===== config.mk =====
export PLATFORM = sky130hd
export DESIGN_NAME = piso_serializer
export DESIGN_NICKNAME = d
export VERILOG_FILES = /design/src/rtl/piso_serializer.sv
export SDC_FILE = /design/constraint.sdc
export NUM_CORES = 1
export LEC_CHECK = 0
export ABC_AREA = 0
export ABC_CLOCK_PERIOD_IN_PS = 1700
export BUFFER_PORTS_ARGS = -buffer_cell sky130_fd_sc_hd__buf_2
export CAP_MARGIN = 10
export CORE_UTILIZATION = 50
export DETAILED_ROUTE_END_ITERATION = 7
export GPL_ROUTABILITY_DRIVEN = 0
export GPL_TIMING_DRIVEN = 1
export PLACE_DENSITY = 0.74
export RECOVER_POWER = 100
export SETUP_SLACK_MARGIN = 0.1
export SLEW_MARGIN = 10
export SYNTH_ARGS = -nofsm -noshare
export SYNTH_HDL_FRONTEND = slang
export SYNTH_SLANG_ARGS = --single-unit
export TNS_END_PERCENT = 100

===== constraint.sdc =====
create_clock -name clk -period 1.7 [get_ports clk]
set_input_delay 0.085 -clock clk [delete_from_list [all_inputs] [get_ports clk]]
set_output_delay 0.085 -clock clk [all_outputs]
set_load 0.03 [all_outputs]

===== src/rtl/piso_serializer.sv =====
// Parallel-in serial-out framer: MSB-first frames with a ready/valid load port and back-to-back streaming.
// Optional even-parity trailer bit when SERIAL_PARITY_EN is defined.
module piso_serializer #(
   parameter int WIDTH = 8
) (
   input  logic             clk,
   input  logic             reset,
   input  logic             load_valid,
   input  logic [WIDTH-1:0] load_data,
   output logic             load_ready,
   output logic             ser_out,
   output logic             ser_valid,
   output logic             busy,
   output logic             done
);
   localparam int CW = (WIDTH > 1) ? $clog2(WIDTH) : 1;
   localparam logic [CW-1:0] LAST    = CW'(WIDTH - 1);
   localparam logic [CW-1:0] LAST_M1 = CW'(WIDTH - 2);

`ifdef SERIAL_PARITY_EN
   typedef enum logic [1:0] {IDLE, SHIFT, PARITY} state_t;
`else
   typedef enum logic {IDLE, SHIFT} state_t;
`endif

   state_t           state;
   logic [CW-1:0]    count;
   logic [WIDTH-1:0] shreg;
   logic             last_bit;
   logic             final_cycle;
   logic             accept;

   assign last_bit = (state == SHIFT) && (count == LAST);

`ifdef SERIAL_PARITY_EN
   logic parity;
   assign final_cycle = (state == PARITY);
`else
   assign final_cycle = last_bit;
`endif

   assign load_ready = (state == IDLE) || final_cycle;
   assign accept     = load_valid && load_ready;
   assign busy       = (state != IDLE);

   // shreg holds the bits still to be sent, left-aligned; ser_out already shows the current bit
   always_ff @(posedge clk or posedge reset) begin
      if (reset) begin
         state     <= IDLE;
         count     <= '0;
         shreg     <= '0;
         ser_out   <= 1'b0;
         ser_valid <= 1'b0;
         done      <= 1'b0;
`ifdef SERIAL_PARITY_EN
         parity    <= 1'b0;
`endif
      end else if (accept) begin
         state     <= SHIFT;
         count     <= '0;
         shreg     <= {load_data[WIDTH-2:0], 1'b0};
         ser_out   <= load_data[WIDTH-1];
         ser_valid <= 1'b1;
         done      <= 1'b0;
`ifdef SERIAL_PARITY_EN
         parity    <= ^load_data;
`endif
      end else begin
         case (state)
            SHIFT: begin
               if (last_bit) begin
`ifdef SERIAL_PARITY_EN
                  state     <= PARITY;
                  ser_out   <= parity;
                  ser_valid <= 1'b1;
                  done      <= 1'b1;
`else
                  state     <= IDLE;
                  ser_out   <= 1'b0;
                  ser_valid <= 1'b0;
                  done      <= 1'b0;
`endif
               end else begin
                  count     <= count + 1'b1;
                  ser_out   <= shreg[WIDTH-1];
                  shreg     <= shreg << 1;
                  ser_valid <= 1'b1;
`ifdef SERIAL_PARITY_EN
                  done      <= 1'b0;
`else
                  done      <= (count == LAST_M1);
`endif
               end
            end
            default: begin
               // IDLE, or the parity trailer finished with no follow-on word
               state     <= IDLE;
               ser_out   <= 1'b0;
               ser_valid <= 1'b0;
               done      <= 1'b0;
            end
         endcase
      end
   end
endmodule


==> results by group, run 1 <==
Clock network
  • CTS tree: done
  • TritonCTS Buffers: 3
  • Root Driver: clkbuf_4
  • CTS Buffer Depth: 2
  • Htree depth: 1
  • Reg clk slew, reported paths: 80 ps
  • CTS Sinks: 13
  • Clk_lat worst skew: ~260 ps

GRT
  • GRT Total Usage: 0.162
  • Initial antenna violation count: 0
  • Largest net degree at the start of global routing: 18
  • Grt total ovfl: 0
  • Vias in the first global route: just under 400
  • First-pass GRT wire length: 1620 um

Route
  • Max Used Layer: met3
  • M1 WL: between 500 and 600 um
  • DRT iter0 DRCs: 9
  • Vias/cell: 4.93
  • Routed WL: 1060 um
  • Total number of vias: 434
  • Residual DRC: 0
  • Wire per inst: roughly 12 um
  • Metal3 WL: roughly 38 um
  • Routed wl met2: ~500 um
  • Number of routed nets with antenna violations: 0
  • Initial DRT Pass Iterations: 3

Synth
  • Cell taking the most area after synthesis: dfrtp_1
  • Most frequent cell after synthesis: dfrtp_1
  • Synth top area cells: dfrtp_1, mux2i_1, o21ai_2
  • Main synth FF type: dfrtp_1
  • Post-synthesis sequential element count: 13
  • Syn nets: 69
  • Top-area cell type share of the netlist area: 0.482
  • Mean Syn Cell Area: about 12 sq um
  • Mapped Area: between 600 and 700 sq um
  • Sequential area share after synthesis: 0.482
  • Cells after synthesis: 55
  • Top cells by count, synth: dfrtp_1, nand2_1, mux2i_1
  • Distinct cells, synth: 18
  • Synth warn: 0
  • Asr flop ratio synth: 1.00
  • EDFF count, synth: 0

Place
  • Placed Cells: 81
  • Area post-placement: between 700 and 800 sq um
  • DP Wirelength: between 700 and 800 um
  • Port-buffer cells: 15

Timing
  • Tmin final: 1560 ps
  • Slew HR: 0.662
  • Actual slew at the worst max-slew pin: 506 ps
  • TNS Setup: 0 ps
  • F_max: around 640 MHz
  • Clock Skew: between 1 and 1.5 ps
  • Period utilization: 0.921
  • RSZ-0062 raised after global routing: false
  • Slew Limit Fails: 0
  • Final setup violating endpoints: 0
  • Final Hold Vio Count: 0

Worst setup path
  • WP data arrival: 1480 ps
  • Element type at the critical path end: primary output
  • CP Class: flip-flop to primary output
  • Crit path required time: around 1600 ps
  • R2R cell count: 6
  • Critical path startpoint category: flip-flop
  • R2r startpoint: count[0]$_DFFE_PP0P_
  • Worst Path Buf+Inv: 2
  • WP depth: 5
  • Reg-to-reg endpoint: done$_DFF_PP0_
  • CP max-delay cell: dfrtp_1
  • CP delay by family, top: adder cells
  • Crit path from: count[0]$_DFFE_PP0P_
  • R2R setup slack: approximately 160 ps
  • Crit path to: load_ready
  • Crit-path max cell delay: roughly 400 ps
  • Crit-path cells: ha_1, ha_2, nor2b_4, inv_8, buf_4
  • Worst Path Max Fanout: 6

Finish
  • Non-filler cells, final: 88
  • Share of cells above drive strength 1: 0.297
  • Fin util: 0.638
  • # diodes: 0
  • Nets: 89
  • Area grow syn2layout: 12.2%
  • Post-route cell area: roughly 760 sq um

Power and ir drop
  • Internal power: between 0.7 and 0.8 mW
  • Power per cell area: between 1500 and 2000 nW/um^2
  • Tot Pwr: 1.25 mW
  • Switch Pwr: around 0.49 mW
  • Reg power frac: 0.400
  • Lkg Pwr: a little under 0.4 nW
  • Clock share of power: 0.148
  • Max VDD drop: 0.734 mV
  • Sw Ratio: 0.393
  • Share of total power in combinational logic: 0.452

Floorplan
  • Initial core utilization: 0.569
  • Top Ports: 16
  • CORE AREA: about 1200 sq um
  • Num rows: 12
  • Die Y: 38.7 um
  • Die area: roughly 1500 sq um
  • Chip Width: 38.7 um

Hold path
  • Worst hold stages: 3
  • HP Class: input port to flip-flop

Status
  • Outcome: finished, final reports clean

Job
  • Max cap viols: 0
## worst min-delay path, cell delays in order
cell     delay (ps)
buf_2            80
nand3_1          60
nand2_1          60
## layout make-up
cell class                 instances  area [sq um]
tap                               14          17.5
sequential                        13           325
multi-input combinational         35           255
clock buffer                       4          26.3
inverter                           3          18.8
timing repair buffer              19           114
fill                              99           429
## cell families (layout without fill, tap and decap cells)
kind of cell    Yosys count  after routing  synth area share
simple gates             16             16             0.135
buf+inv                   7             26             0.109
fa+ha+maj                 3              3            0.0557
compound gates            8              8            0.0983
flops                    13             13             0.482
mux                       8              8             0.119
## sequential cells by signal (all words and copies together), names as in the netlist
| name | count |
|---|---|
| shreg | 7 |
| ser_out | 1 |
| done | 1 |
| count | 3 |
| busy | 1 |
## placed cells by master (no fill, tap or decap), types with 2 or more instances in the layout
cell      synthesis  final
clkbuf_4          1      3
dfrtp_1          13     13
buf_4             1      2
mux2i_1           8      8
o21ai_0           1      7
inv_1             2      2
clkbuf_1          0      6
nand2_1           9      9
buf_2             0     10
ha_1              3      2
## what timing repair did
item / in CTS / in global routing
pin swaps: 0 / 0
setup endpoints to repair: 1 / 2
buffers inserted: 1 / 1
hold endpoints to repair: 13 / 0
cloned: 0 / 0
gates resized for setup: 0 / 4
hold buffers: 1 / 0
## worst min path at each step
stage                      endpoint    startpoint  slack [ps]
6_report          ser_out$_DFF_PP0_  load_data[7]          50
3_5_place_dp   shreg[7]$_DFFE_PP0P_         reset         130
3_3_place_gp   shreg[7]$_DFFE_PP0P_         reset         130
4_1_cts           ser_out$_DFF_PP0_  load_data[7]          50
5_1_grt           ser_out$_DFF_PP0_  load_data[7]          70
2_1_floorplan        busy$_DFF_PP0_         reset         -40
## power by group through the flow
stage / combinational (mW) / sequential (mW) / clock, mW
CTS: 0.617 / 0.499 / 0.187
global route: 0.626 / 0.513 / 0.205
detailed placement: 0.594 / 0.506 / 0
finish: 0.564 / 0.499 / 0.185
global placement: 0.574 / 0.498 / 0
floorplan: 0.499 / 0.532 / 0
## metrics by stage
step                      worst slack, ps  hold WS (ps)
after floorplan                       336         -38.0
after global placement                285           130
after detailed placement              264           130
after CTS                             112          46.4
after global routing                 71.4          69.2
final                                 135          54.3
## metal layers
layer  vias up  track usage
met4         0       0.0776
met5         -            0
met2        10        0.275
met1       203        0.191
li1        221            -
met3         0       0.0347
Power figures use the tool's default switching activity.
==> run 2, diff against run 1 <==
RECOVER_POWER = not set   (was 100)
==> results by group, run 2 (synthesis gave the netlist of run 1 again) <==
Clock network
  • Htree depth: 1
  • CTS Buffer Depth: 2
  • Root Driver: clkbuf_4
  • CTS tree: done
  • CTS Sinks: 13
  • Clk_lat worst skew: 270 ps
  • Reg clk slew, reported paths: 80 ps
  • TritonCTS Buffers: 3

Worst setup path
  • R2R setup slack: between 200 and 250 ps
  • Element type at the critical path end: primary output
  • Reg-to-reg endpoint: done$_DFF_PP0_
  • Worst Path Max Fanout: 6
  • R2r startpoint: count[1]$_DFFE_PP0P_
  • CP Class: flip-flop to primary output
  • R2R cell count: 6
  • WP data arrival: about 1500 ps
  • Crit path required time: 1620 ps
  • Critical path startpoint category: flip-flop

Route
  • Initial DRT Pass Iterations: 4
  • Wire per inst: roughly 12 um
  • Total number of vias: approximately 450
  • Vias/cell: a little over 5
  • DRT iter0 DRCs: 10
  • Number of routed nets with antenna violations: 0
  • Residual DRC: 0
  • Routed WL: 1060 um

Floorplan
  • Top Ports: 16
  • Initial core utilization: 0.569
  • Die Y: between 30 and 40 um
  • CORE AREA: about 1200 sq um
  • Chip Width: about 39 um
  • Num rows: 12
  • Die area: 1500 sq um

GRT
  • Grt total ovfl: 0
  • Initial antenna violation count: 0
  • Largest net degree at the start of global routing: 18
  • Vias in the first global route: around 390
  • First-pass GRT wire length: 1620 um
  • GRT Total Usage: 0.162

Finish
  • Non-filler cells, final: about 90
  • Max FFs per register: 7
  • Biggest register: shreg
  • Fill count: 93
  • Most common cell after layout, fill and taps aside: buf_2
  • Register area: ~330 sq um
  • Area grow syn2layout: 17.3%
  • Largest registers: shreg (7), count (3)
  • Multi-input logic area: about 280 sq um
  • Share of cells above drive strength 1: 0.459
  • # diodes: 0
  • Nets: 89
  • Most frequent cells in the layout: buf_2, dfrtp_1, nand2_1
  • Fin util: 0.667

Timing
  • Final setup violating endpoints: 0
  • Slew Limit Fails: 0
  • Actual slew at the worst max-slew pin: a little over 500 ps
  • Final Hold Vio Count: 0
  • RSZ-0062 raised after global routing: false
  • Slew HR: 0.662
  • Clock Skew: 3.10 ps
  • Tmin final: between 1500 and 2000 ps
  • F_max: between 600 and 700 MHz
  • Period utilization: 0.909
  • TNS Setup: 0 ps

Power and ir drop
  • Reg power frac: 0.376
  • Internal power: about 0.80 mW
  • Share of total power in combinational logic: 0.484
  • Clock share of power: 0.140
  • Tot Pwr: roughly 1.3 mW
  • Max VDD drop: ~0.78 mV
  • Power per cell area: 1680 nW/um^2
  • Lkg Pwr: between 0.4 and 0.5 nW
  • Sw Ratio: 0.398
  • Switch Pwr: roughly 0.53 mW

Place
  • Placed Cells: between 80 and 90
  • Port-buffer cells: 15
  • DP Wirelength: roughly 730 um

Hold path
  • Hold path endpoint: ser_out$_DFF_PP0_
  • Worst hold stages: 3
  • HP Class: input port to flip-flop
  • Hold path startpoint: load_data[7]

Job
  • Max cap viols: 0

Status
  • Outcome: finished, final reports clean
## run 2: area by class of cell
class | count | area share
sequential | 13 | 0.411
multi-input combinational | 35 | 0.354
timing repair buffer | 19 | 0.155
clock buffer | 4 | 0.0332
inverter | 3 | 0.0237
tap | 14 | 0.0222
## run 2: worst max path at each step
| stage | to | from |
|---|---|---|
| finish | load_ready | count[1]$_DFFE_PP0P_ |
| global route | load_ready | count[0]$_DFFE_PP0P_ |
| CTS | load_ready | count[0]$_DFFE_PP0P_ |
| floorplan | count[1]$_DFFE_PP0P_ | count[0]$_DFFE_PP0P_ |
| detailed placement | done$_DFF_PP0_ | count[0]$_DFFE_PP0P_ |
| global placement | done$_DFF_PP0_ | count[0]$_DFFE_PP0P_ |
## run 2: timing repair
item,in CTS,in global routing
setup endpoints to repair,1,2
hold endpoints to repair,13,0
gates resized for setup,0,4
buffers inserted,1,1
hold buffers,1,0
## run 2: stage by stage
step / setup slack (ps) / hold slack [ps] / instance area, sq um
final: 154 / 52.4 / 791
after global routing: 96.5 / 69.3 / 791
after CTS: 112 / 46.4 / 776
after detailed placement: 264 / 130 / 732
after global placement: 285 / 130 / 732
after floorplan: 336 / -38.0 / 674
## run 2: routing by layer
layer  vias up  routed length, um  track usage
met5         -                  0            0
met4         0                  0       0.0776
met3         0                 45       0.0347
met2        16                525        0.275
met1       209                489        0.191
li1        220                  -            -
## run 2: power by group through the flow
stage,sequential (mW),combinational (mW),clock (mW)
3_3_place_gp,0.498,0.574,0
6_report,0.500,0.645,0.187
4_1_cts,0.499,0.617,0.187
2_1_floorplan,0.532,0.499,0
5_1_grt,0.512,0.716,0.205
3_5_place_dp,0.506,0.594,0
## run 2: critical path, stage by stage, from the launching register on
cell and delay, ps:
dfrtp_1 420, ha_2 190, ha_2 190, nor2b_4 180
inv_8 50, buf_4 160
==> run 3, diff against run 2 <==
ABC_AREA = 1   (was 0)
CORE_AREA = 2 2 39 41   (was not set)
CORE_UTILIZATION = not set   (was 50)
DIE_AREA = 0 0 41 43   (was not set)
PLACE_DENSITY = 0.7   (was 0.74)
==> results by group, run 3 <==
Status
  • Outcome: finished, final reports clean

Timing
  • TNS Setup: 0 ps
  • Tmin final: 1510 ps
  • Clock Skew: between 5 and 6 ps
  • Final Hold Vio Count: 0
  • Slew Limit Fails: 0
  • Final setup violating endpoints: 0
  • Period utilization: 0.891
  • RSZ-0062 raised after global routing: false
  • Actual slew at the worst max-slew pin: a little under 500 ps
  • F_max: between 600 and 700 MHz
  • Slew HR: 0.673

Hold path
  • Hold path startpoint: load_data[7]
  • Worst hold stages: 3
  • HP Class: input port to flip-flop
  • Hold path endpoint: ser_out$_DFF_PP0_

Finish
  • Most common cell after layout, fill and taps aside: nand3_1
  • Biggest register: shreg
  • Non-filler cells, final: 100
  • Most frequent cells in the layout: nand3_1, nand2_1, buf_2
  • Fin util: 0.524
  • Area grow syn2layout: 17.4%
  • Nets: 99
  • Largest registers: shreg (7), count (3)
  • Share of cells above drive strength 1: 0.274
  • Max FFs per register: 7
  • # diodes: 0

Power and ir drop
  • Max VDD drop: approximately 0.57 mV
  • Tot Pwr: around 1.2 mW
  • Power per cell area: 1640 nW/um^2
  • Lkg Pwr: between 0.3 and 0.4 nW

Floorplan
  • Top Ports: 16
  • Num rows: 14
  • Die area: about 1800 sq um
  • Die Y: around 43 um
  • CORE AREA: 1380 sq um
  • Initial core utilization: 0.446
  • Chip Width: roughly 41 um

Synth
  • EDFF count, synth: 0
  • Top cells by count, synth: nand3_1, nand2_1, dfrtp_1
  • Synth warn: 0
  • Mapped Area: a little over 600 sq um
  • Top-area cell type share of the netlist area: 0.527
  • Cells after synthesis: 67
  • Cell taking the most area after synthesis: dfrtp_1
  • Post-synthesis sequential element count: 13
  • Asr flop ratio synth: 1.00
  • Sequential area share after synthesis: 0.527
  • Syn nets: a little over 80
  • Main synth FF type: dfrtp_1
  • Distinct cells, synth: 12
  • Synth top area cells: dfrtp_1, nand3_1, nand2_1
  • Mean Syn Cell Area: around 9.2 sq um
  • Most frequent cell after synthesis: nand3_1

Worst setup path
  • Reg-to-reg endpoint: shreg[3]$_DFFE_PP0P_
  • Crit path required time: ~1600 ps
  • Crit-path max cell delay: about 400 ps
  • R2r startpoint: count[1]$_DFFE_PP0P_
  • R2R setup slack: approximately 330 ps
  • CP Class: flip-flop to primary output
  • Worst Path Max Fanout: 11
  • Critical path startpoint category: flip-flop
  • Crit-path cells: ha_1, ha_1, inv_2, nand2_4, buf_6
  • Element type at the critical path end: primary output
  • WP data arrival: ~1400 ps
  • R2R cell count: 5
  • Most Frequent Cell on Critical Path: ha_1
  • Crit path from: count[1]$_DFFE_PP0P_
  • CP max-delay cell: dfrtp_1

Clock network
  • CTS tree: done
  • CTS Buffer Depth: 2
  • Clk_lat worst skew: roughly 270 ps
  • TritonCTS Buffers: 3
  • Postcts setup bufs: 0
  • Root Driver: clkbuf_4
  • Htree depth: 1
  • Reg clk slew, reported paths: ~80 ps
  • CTS Sinks: 13

Job
  • Max cap viols: 0

GRT
  • Vias in the first global route: 399
  • First-pass GRT wire length: 1660 um
  • Grt total ovfl: 0
  • Initial antenna violation count: 0
  • Largest net degree at the start of global routing: 22
  • GRT Total Usage: 0.141

Place
  • Port-buffer cells: 15
  • Placed Cells: 94
  • DP Wirelength: a little over 700 um

Route
  • Max Used Layer: met4
  • Vias/cell: 5.04
  • Initial DRT Pass Iterations: 5
  • DRT iter0 DRCs: 7
  • Total number of vias: about 500
  • Residual DRC: 0
  • Routed wl met2: 511 um
  • Metal3 WL: a little under 60 um
  • Routed WL: around 1100 um
  • Number of routed nets with antenna violations: 0
  • Wire per inst: roughly 11 um
  • M1 WL: 574 um
[run 3: cell types whose count changed in the layout (fill, tap and decap cells not counted), moves of 2 or more]
| cell | delta |
|---|---|
| o21ai_1 | +2 |
| mux2i_1 | -8 |
| o21ai_2 | -7 |
| ha_1 | +2 |
| inv_2 | +2 |
| buf_4 | -3 |
| nand3_1 | +22 |
| nand2_1 | +5 |
| ha_2 | -2 |
[run 3: worst max-delay path, delay by kind of cell, from the launching register on]
family / cells / cell delay [ps]
DFF: 1 / 400
and+or+nand+nor: 1 / 100
adders and majority gates: 2 / 400
buffers and inverters: 2 / 270
[run 3: kinds of logic (layout without fill, tap and decap cells)]
kind of cell             after synthesis  count (layout)  share of synthesized area
buffers and inverters                  9              25                     0.0974
AND/OR/NAND/NOR                       40              41                      0.298
adder cells (fa/ha/maj)                3               3                     0.0609
flip-flops                            13              13                      0.527
AO/OA/AOI/OAI                          2               2                     0.0162
[run 3: cell type report]
| type | count | area, sq um |
|---|---|---|
| timing repair buffer | 16 | 91.3 |
| multi-input combinational | 46 | 243 |
| inverter | 5 | 18.8 |
| sequential | 13 | 325 |
| fill | 132 | 659 |
| clock buffer | 4 | 26.3 |
| tap | 16 | 20.0 |
[run 3: metrics by stage]
step	area (sq um)	setup WS, ps	hold WS, ps
after floorplan	617	420	-38.0
after global placement	671	326	130
after detailed placement	671	302	137
after CTS	714	105	29.6
after global routing	724	117	75.2
final	724	186	33.1
[run 3: worst max-delay path by stage]
stage / slack (ps) / cells after the start / end
after floorplan: 420 / 7 / shreg[5]$_DFFE_PP0P_
after global placement: 330 / 6 / shreg[3]$_DFFE_PP0P_
after detailed placement: 300 / 6 / shreg[3]$_DFFE_PP0P_
after CTS: 110 / 5 / load_ready
after global routing: 120 / 5 / load_ready
final: 190 / 5 / load_ready
[run 3: per-layer routing]
layer  vias up  global-route usage
li1        256                   -
met1       231               0.212
met2        15               0.181
met3         2              0.0314
met4         0              0.0800
met5         -                   0
[run 3: power breakdown]
group	total, mW	internal, mW	switching (mW)
Sequential	0.495	0.428	0.0676
Combinational	0.503	0.178	0.325
Clock	0.191	0.0909	0.100
[run 3: repair_timing]
| action | CTS | global route |
|---|---|---|
| pin swaps | 0 | 1 |
| endpoints found under the setup margin | 1 | 1 |
| resized for setup | 2 | 2 |
| hold buffers | 1 | 0 |
| hold endpoints to repair | 13 | 0 |
| gates cloned | 0 | 1 |
